===== config.mk =====
export PLATFORM = sky130hd
export DESIGN_NAME = door_input_cond
export DESIGN_NICKNAME = d
export VERILOG_FILES = /design/src/rtl/door_input_cond.sv
export SDC_FILE = /design/constraint.sdc
export NUM_CORES = 1
export LEC_CHECK = 0
export ABC_AREA = 1
export ABC_CLOCK_PERIOD_IN_PS = 3000
export CORE_ASPECT_RATIO = 0.7
export CORE_MARGIN = 3
export CORE_UTILIZATION = 45
export CTS_CLUSTER_DIAMETER = 120
export DETAILED_ROUTE_END_ITERATION = 10
export SYNTH_ARGS = -nofsm -noshare
export SYNTH_HDL_FRONTEND = slang
export SYNTH_SLANG_ARGS = --single-unit

===== constraint.sdc =====
create_clock -name clk2m -period 3 [get_ports clk2m]
set_input_delay 0.45 -clock clk2m [delete_from_list [all_inputs] [get_ports clk2m]]
set_output_delay 0.45 -clock clk2m [all_outputs]
set_load 0.01 [all_outputs]

===== src/rtl/door_input_cond.sv =====
// Door input conditioning: synchronizers, debouncers and one-shot key requests.
// Defining DOOR_INPUT_FAULT_EN adds a sticky end-switch plausibility fault that blocks key requests.
module door_input_cond #(
    parameter int DEB_CYCLES = 2000
) (
    input  logic clk2m,
    input  logic rst,
    input  logic key_up_raw,
    input  logic key_down_raw,
    input  logic sense_up_raw,
    input  logic sense_down_raw,
    output logic key_up,
    output logic key_down,
    output logic sense_up,
    output logic sense_down,
    output logic fault
);
    localparam int CW = $clog2(DEB_CYCLES);
    localparam logic [CW-1:0] CNT_LAST = CW'(DEB_CYCLES - 1);
    localparam logic [CW-1:0] CNT_ONE  = CW'(1);

    // Channel order: 0 key_up, 1 key_down, 2 sense_up, 3 sense_down
    logic [3:0]    raw_s;
    logic [3:0]    sync1_r;
    logic [3:0]    sync2_r;
    logic [3:0]    deb_r;
    logic [3:0]    deb_prev_r;
    logic [3:0]    deb_next_s;
    logic [CW-1:0] cnt_r      [4];
    logic [CW-1:0] cnt_next_s [4];
    logic          key_up_r;
    logic          key_down_r;
    logic          key_up_next_s;
    logic          key_down_next_s;
    logic          fault_next_s;

    assign raw_s = {sense_down_raw, sense_up_raw, key_down_raw, key_up_raw};

    // Synchronizers, debounce state, edge history and key pulse registers
    always_ff @(posedge clk2m) begin
        if (rst) begin
            sync1_r    <= 4'b0000;
            sync2_r    <= 4'b0000;
            deb_r      <= 4'b0000;
            deb_prev_r <= 4'b0000;
            for (int i = 0; i < 4; i++) begin
                cnt_r[i] <= {CW{1'b0}};
            end
            key_up_r   <= 1'b0;
            key_down_r <= 1'b0;
        end else begin
            sync1_r    <= raw_s;
            sync2_r    <= sync1_r;
            deb_r      <= deb_next_s;
            deb_prev_r <= deb_r;
            for (int i = 0; i < 4; i++) begin
                cnt_r[i] <= cnt_next_s[i];
            end
            key_up_r   <= key_up_next_s;
            key_down_r <= key_down_next_s;
        end
    end

    // Debounce: a new level must persist DEB_CYCLES synchronized cycles; any return restarts the count
    always_comb begin
        for (int i = 0; i < 4; i++) begin
            deb_next_s[i] = deb_r[i];
            cnt_next_s[i] = {CW{1'b0}};
            if (sync2_r[i] == deb_r[i]) begin
                cnt_next_s[i] = {CW{1'b0}};
            end else if (cnt_r[i] == CNT_LAST) begin
                deb_next_s[i] = sync2_r[i];
                cnt_next_s[i] = {CW{1'b0}};
            end else begin
                cnt_next_s[i] = cnt_r[i] + CNT_ONE;
            end
        end
    end

`ifdef DOOR_INPUT_FAULT_EN
    logic fault_r;

    assign fault_next_s = fault_r | (deb_r[2] & deb_r[3]);

    // Both end switches closed at once is implausible; latch until reset
    always_ff @(posedge clk2m) begin
        if (rst) begin
            fault_r <= 1'b0;
        end else begin
            fault_r <= fault_next_s;
        end
    end

    assign fault = fault_r;
`else
    assign fault_next_s = 1'b0;
    assign fault        = 1'b0;
`endif

    // Rising-edge pulses; the opposite key being held (or rising together) vetoes the request.
    // The next fault value is used so no pulse can appear in the first fault cycle.
    always_comb begin
        key_up_next_s   = deb_r[0] & ~deb_prev_r[0] & ~deb_r[1] & ~fault_next_s;
        key_down_next_s = deb_r[1] & ~deb_prev_r[1] & ~deb_r[0] & ~fault_next_s;
    end

    assign key_up     = key_up_r;
    assign key_down   = key_down_r;
    assign sense_up   = deb_r[2];
    assign sense_down = deb_r[3];

endmodule


==> impl_metrics.yaml, run 1 <==
placement:
  place_area_mm2: 0.002818
  place_hpwl_mm: 3.115
  io_buffers: 9
  gp_congestion: 0.7334
route:
  ant_nets: 0
  dr.first_iter.drc_count: 74
  dr.pass1.iters: 4
  avgRoutedWirePerCell_um: 9.789
  vias: 2012
  vias_per_cell: 4.511
  drcViolationCount: 0
  wl_mm: 4.366
synth:
  ys_seq_area_frac: 0.4494
  synth_edf_count: 0
  ys_ff_latch: 60
  syn_inst: 354
  async_reset_ff_frac: 0
  avgSynthCellArea_um2: 7.550
  mappedNetlistNets: 364
  synth-main-ff-cell: "dfxtp_1"
  yosys_warnings: 0
  synth.distinct_cells: 29
  synth_area_mm2: 0.002673
worst_setup_path:
  cp_slowest_stage_delay_ns: 0.57
  crit_buf_inv: 1
  cp.required_ns: 2.55
  crit_family: "buffers and inverters"
  crit_type: "reg -> out"
  crit_chain: "clkdlybuf4s50_1"
  crit_fanout: 4
  crit_arrival_ns: 1.31
  start_kind: "flip-flop"
  cp_slowest_cell: "clkdlybuf4s50_1"
  crit_path_end_kind: "output port"
timing:
  rsz0062_at_grt: "no"
  fin_crit_sh: 0.5882
  fmax_mhz: 566.7
  finalCriticalPeriod_ns: 1.764
  finClkSkew_ns: 0.008093
  setup_viol: 0
  finalSetupTns_ns: 0
  hold_viol: 0
  drv_slew: 0
cells_and_area:
  seqCellArea_mm2: 0.001201
  final_cell_mix: "nand2_1, dfxtp_1, nor2_1"
  final_nets: 379
  final_area_mm2: 0.003057
  drive_gt1_frac: 0.1364
  final_common_cell: "nand2_1"
  final.fill_count: 527
  syn2layout_area_growth_pct: 14.37
  multi_input_area_mm2: 0.001244
  diodes: 0
floorplanning:
  dieArea_mm2: 0.006914
  die_h_um: 70.48
  io_pins: 11
  dieWidth_um: 98.11
  rows: 22
  start_util: 0.4879
  core_mm2: 0.005478
cts:
  ctsResizeCount: 0
  cts_made_buffers: 9
  path_clk_slew_ns: 0.06
  clock-sinks: 60
  cts_tree: "yes"
  cts-root-buf: "clkbuf_8"
  hold_buffers: 0
  clock_latency_ns: 0.33
  cts_setup_buffers: 0
  h-tree-depth: 3
  max-clock-path-buffers: 2
global_route:
  grt_pass1_wl_mm: 7.748
  grt_max_degree: 17
  grt_pass1_vias: 1780
  antenna_found_initial: 0
  grt_usage: 0.1378
  grt.overflow.total: 0
worst_hold_path:
  min-delay-path-class: "reg -> reg"
power_and_ir_drop:
  p_leak_nw: 1.137
  power_density_mw_per_mm2: 554.8
  total_power_mw: 1.696
  ir_worst_vdd_mv: 0.2776
flow_run:
  cap_violations: 0
run_status:
  status: "finished, final reports clean"
==> path summary, 6_finish.rpt <==
kind,start,slack [ns],endpoint,cells after the start
worst min-delay path,deb_prev_r[0]$_SDFF_PP0_,0.39,key_up$_SDFF_PP0_,1
worst max-delay path,deb_r[3]$_SDFFE_PP0P_,1.24,sense_down,1
worst min register to register,deb_prev_r[0]$_SDFF_PP0_,0.39,key_up$_SDFF_PP0_,1
worst max register to register,cnt_r[0][0]$_SDFF_PP0_,1.37,cnt_r[0][2]$_SDFF_PP0_,6
==> per-stage QoR <==
step	hold slack, ns	utilization	setup WS (ns)	instances
2_1_floorplan	0.3752	-	1.749	354
3_5_place_dp	0.3915	0.5144	1.075	430
5_1_grt	0.4058	0.5580	1.161	446
6_report	0.3949	0.5580	1.236	446
4_1_cts	0.4008	0.5580	1.210	446
3_3_place_gp	0.3916	0.5144	1.094	430
==> layout make-up <==
| class | instances | share of cell area |
|---|---|---|
| sequential | 60 | 0.3930 |
| tap | 72 | 0.02947 |
| timing repair buffer | 10 | 0.03193 |
| clock buffer | 9 | 0.04052 |
| multi-input combinational | 239 | 0.4069 |
| inverter | 49 | 0.06058 |
| clock inverter | 7 | 0.03766 |
==> report_power, final <==
group	leakage (nW)	switching, mW	internal, mW	total, mW
Combinational	0.537	0.0150	0.0117	0.0267
Clock	0.115	0.313	0.548	0.862
Sequential	0.485	0.00451	0.803	0.808
==> synth_stat cells (2+ instances only) <==
| master | number | share of area |
|---|---|---|
| a21oi_1 | 11 | 0.021 |
| a21oi_2 | 10 | 0.033 |
| buf_4 | 2 | 0.0056 |
| clkbuf_1 | 2 | 0.0028 |
| dfxtp_1 | 60 | 0.45 |
| ha_1 | 4 | 0.019 |
| inv_1 | 47 | 0.066 |
| nand2_1 | 74 | 0.10 |
| nand2_2 | 4 | 0.0094 |
| nand3_1 | 21 | 0.039 |
| nand3_2 | 2 | 0.0075 |
| nand3b_1 | 6 | 0.017 |
| nand4_1 | 8 | 0.019 |
| nor2_1 | 59 | 0.083 |
| nor2_2 | 12 | 0.028 |
| nor3_1 | 5 | 0.0094 |
| nor4_1 | 2 | 0.0047 |
| o21ai_0 | 2 | 0.0037 |
| xnor2_1 | 11 | 0.036 |
| xor2_1 | 3 | 0.0098 |
==> cell families after synthesis <==
kind of cell	synth area share
other	0.001403
xor gates and xnor gates	0.04588
and+or+nand+nor	0.3389
AOI/OAI and AO/OA	0.06039
adders and majority gates	0.01873
buffers and inverters	0.08520
DFF	0.4494
==> state kept, by name, indices dropped and copies added, names as in the netlist <==
| register | count |
|---|---|
| deb_r | 4 |
| cnt_r | 44 |
| sync1_r | 4 |
| key_up | 1 |
| key_down | 1 |
| deb_prev_r | 2 |
| sync2_r | 4 |
==> metal layers <==
layer / track usage / wire length (µm)
met1: 0.1987 / 2530
met2: 0.1848 / 1653
met3: 0.05988 / 140
met4: 0.03687 / 40
met5: 0 / 0
(Power assumes the default switching activity.)
==> inputs of run 2 (changes only) <==
--- a/config.mk
+++ b/config.mk
@@ -6,7 +6,7 @@
 export NUM_CORES = 1
 export LEC_CHECK = 0
 export ABC_AREA = 1
-export ABC_CLOCK_PERIOD_IN_PS = 3000
+export ABC_CLOCK_PERIOD_IN_PS = 1500
 export CORE_ASPECT_RATIO = 0.7
 export CORE_MARGIN = 3
 export CORE_UTILIZATION = 45
==> constraint.sdc (replaced) <==
create_clock -name clk2m -period 1.5 [get_ports clk2m]
set_input_delay 0.225 -clock clk2m [delete_from_list [all_inputs] [get_ports clk2m]]
set_output_delay 0.225 -clock clk2m [all_outputs]
set_load 0.01 [all_outputs]
==> run 2 against run 1 <==
  * Register-to-register slack worse by 1.2 ns
  * Power rose by 92%
  * Sequential share of layout area down 0.45 points
  * First-iteration DRC count is 14% lower
  * Clock power rose by 83%
  * Global-route usage up 0.38 points
  * Hold slack is essentially flat
  * Cell area grew 1.1%
  * Count of clock-buffer cells in the layout grew 2
  * Sequential power grew 99%
==> impl_metrics.yaml, run 2 (synthesis gave the netlist of run 1 again) <==
run_status:
  status: "finished, final reports clean"
placement:
  io_buffers: 9
  place_ws_ns: 0.01783
  gp_congestion: 0.7480
  place_area_mm2: 0.002868
  place_hpwl_mm: 3.186
power_and_ir_drop:
  p_clk_frac: 0.485
  p_leak_nw: 1.177
  p_int_mw: 2.609
  p_seq_frac: 0.495
  ir_worst_vdd_mv: 0.6659
  net-switching-power_mw: 0.6487
  power_frac_comb: 0.020
  sw_frac_of_total: 0.1991
  power_density_mw_per_mm2: 1054
cells_and_area:
  final.fill_count: 514
  syn2layout_area_growth_pct: 15.68
  final_common_cell: "nand2_1"
  regMostFlops: "cnt_r"
  diodes: 0
  final_cell_mix: "nand2_1, dfxtp_1, nor2_1"
  final_area_mm2: 0.003092
  largest_reg_flops: 44
  final_nets: 384
  drive_gt1_frac: 0.1451
route:
  vias: 2029
  dr.pass1.iters: 4
  vias_per_cell: 4.499
  avgRoutedWirePerCell_um: 9.878
  ant_nets: 0
  dr.first_iter.drc_count: 64
  drcViolationCount: 0
  wl_mm: 4.455
floorplanning:
  dieArea_mm2: 0.006914
  start_util: 0.4879
  rows: 22
  core_mm2: 0.005478
  io_pins: 11
  dieWidth_um: 98.11
  die_h_um: 70.48
timing:
  fin_ws_ns: 0.08884
  finClkSkew_ns: 0.006315
  finalCriticalPeriod_ns: 1.411
  hold_viol: 0
  drv_slew: 0
  finalSetupTns_ns: 0
  setup_viol: 0
  rsz0062_at_grt: "no"
  fmax_mhz: 708.6
  fin_crit_sh: 0.9408
worst_setup_path:
  crit_family: "buffers and inverters"
  crit_buf_inv: 1
  r2r_setup_slack_ns: 0.16
  cp.required_ns: 1.27
  cp_slowest_cell: "clkdlybuf4s50_1"
  worstReg2RegEnd: "cnt_r[1][6]$_SDFF_PP0_"
  start_kind: "flip-flop"
  cp_slowest_stage_delay_ns: 0.54
  crit_chain: "clkdlybuf4s50_1"
  crit_arrival_ns: 1.19
  reg2reg_from: "cnt_r[1][0]$_SDFF_PP0_"
  crit_fanout: 1
  crit_type: "reg -> out"
  crit_path_end_kind: "output port"
  r2r_cells: 6
global_route:
  grt_pass1_wl_mm: 7.769
  grt_usage: 0.1416
  grt_max_degree: 12
  grt.overflow.total: 0
  grt_pass1_vias: 1784
  antenna_found_initial: 0
cts:
  cts-root-buf: "clkbuf_8"
  max-clock-path-buffers: 2
  path_clk_slew_ns: 0.06
  cts_tree: "yes"
  hold_buffers: 0
  h-tree-depth: 3
  clock-sinks: 60
  cts_made_buffers: 9
  clock_latency_ns: 0.33
worst_hold_path:
  min-delay-start: "deb_prev_r[1]$_SDFF_PP0_"
  whs_endpoint: "key_down$_SDFF_PP0_"
  min-delay-path-class: "reg -> reg"
  hold_depth: 1
flow_run:
  cap_violations: 0
-- run 2: cell types whose count changed in the layout (fill, tap and decap cells not counted) --
cell	delta
clkinvlp_4	-2
clkinv_2	+1
bufinv_16	-1
buf_12	+1
clkbuf_1	+1
dlygate4sd2_1	+2
nand2_2	-2
clkbuf_8	+1
buf_4	+4
clkdlybuf4s50_1	-2
nand2_4	+2
-- run 2: how the worst max path moves through the flow --
stage | startpoint | to | slack (ns) | cells after the start
finish | key_down$_SDFF_PP0_ | key_down | 0.09 | 1
global route | cnt_r[3][1]$_SDFF_PP0_ | cnt_r[3][5]$_SDFF_PP0_ | 0.03 | 7
CTS | key_down$_SDFF_PP0_ | key_down | 0.06 | 1
detailed placement | rst | cnt_r[3][6]$_SDFF_PP0_ | 0.02 | 7
global placement | rst | cnt_r[3][5]$_SDFF_PP0_ | 0.03 | 7
floorplan | cnt_r[3][0]$_SDFF_PP0_ | cnt_r[3][6]$_SDFF_PP0_ | 0.25 | 7
-- run 2: power groups by stage --
| stage | logic, mW | registers [mW] | clock network, mW |
|---|---|---|---|
| floorplan | 0.0407 | 1.65 | 0 |
| finish | 0.0640 | 1.61 | 1.58 |
| CTS | 0.0637 | 1.61 | 1.63 |
| global route | 0.0727 | 1.61 | 1.70 |
| global placement | 0.0633 | 1.65 | 0 |
| detailed placement | 0.0638 | 1.65 | 0 |
-- run 2: per-layer routing --
metal,global-route usage,up-vias,wire length [µm]
li1,-,1140,-
met1,0.1924,853,2525
met2,0.1908,27,1654
met3,0.06487,9,191
met4,0.05991,0,83
met5,0,-,0
-- run 2: cell type report --
type / count / area [µm²] / share of cell area
clock inverters: 5 / 75.07 / 0.02428
flip-flops and latches: 60 / 1201 / 0.3885
multi-input cells: 239 / 1254 / 0.4055
well taps: 72 / 90.09 / 0.02914
inverters: 49 / 185.2 / 0.05989
clock buffers: 11 / 141.4 / 0.04573
repair buffers: 15 / 145.1 / 0.04694
-- run 2: repair_timing --
item	4_1_cts	5_1_grt
resized for setup	2	2
setup endpoints to repair	2	10
setup buffers	0	0
cloned	0	0
-- run 2: per-stage QoR --
stage / hold WS [ns] / total power [mW] / cells / util
after detailed placement: 0.3927 / 1.713 / 435 / 0.5235
after floorplan: 0.3320 / 1.689 / 354 / -
after global routing: 0.3862 / 3.390 / 451 / 0.5644
after global placement: 0.3912 / 1.713 / 435 / 0.5235
after CTS: 0.3825 / 3.303 / 451 / 0.5626
final: 0.3948 / 3.257 / 451 / 0.5644
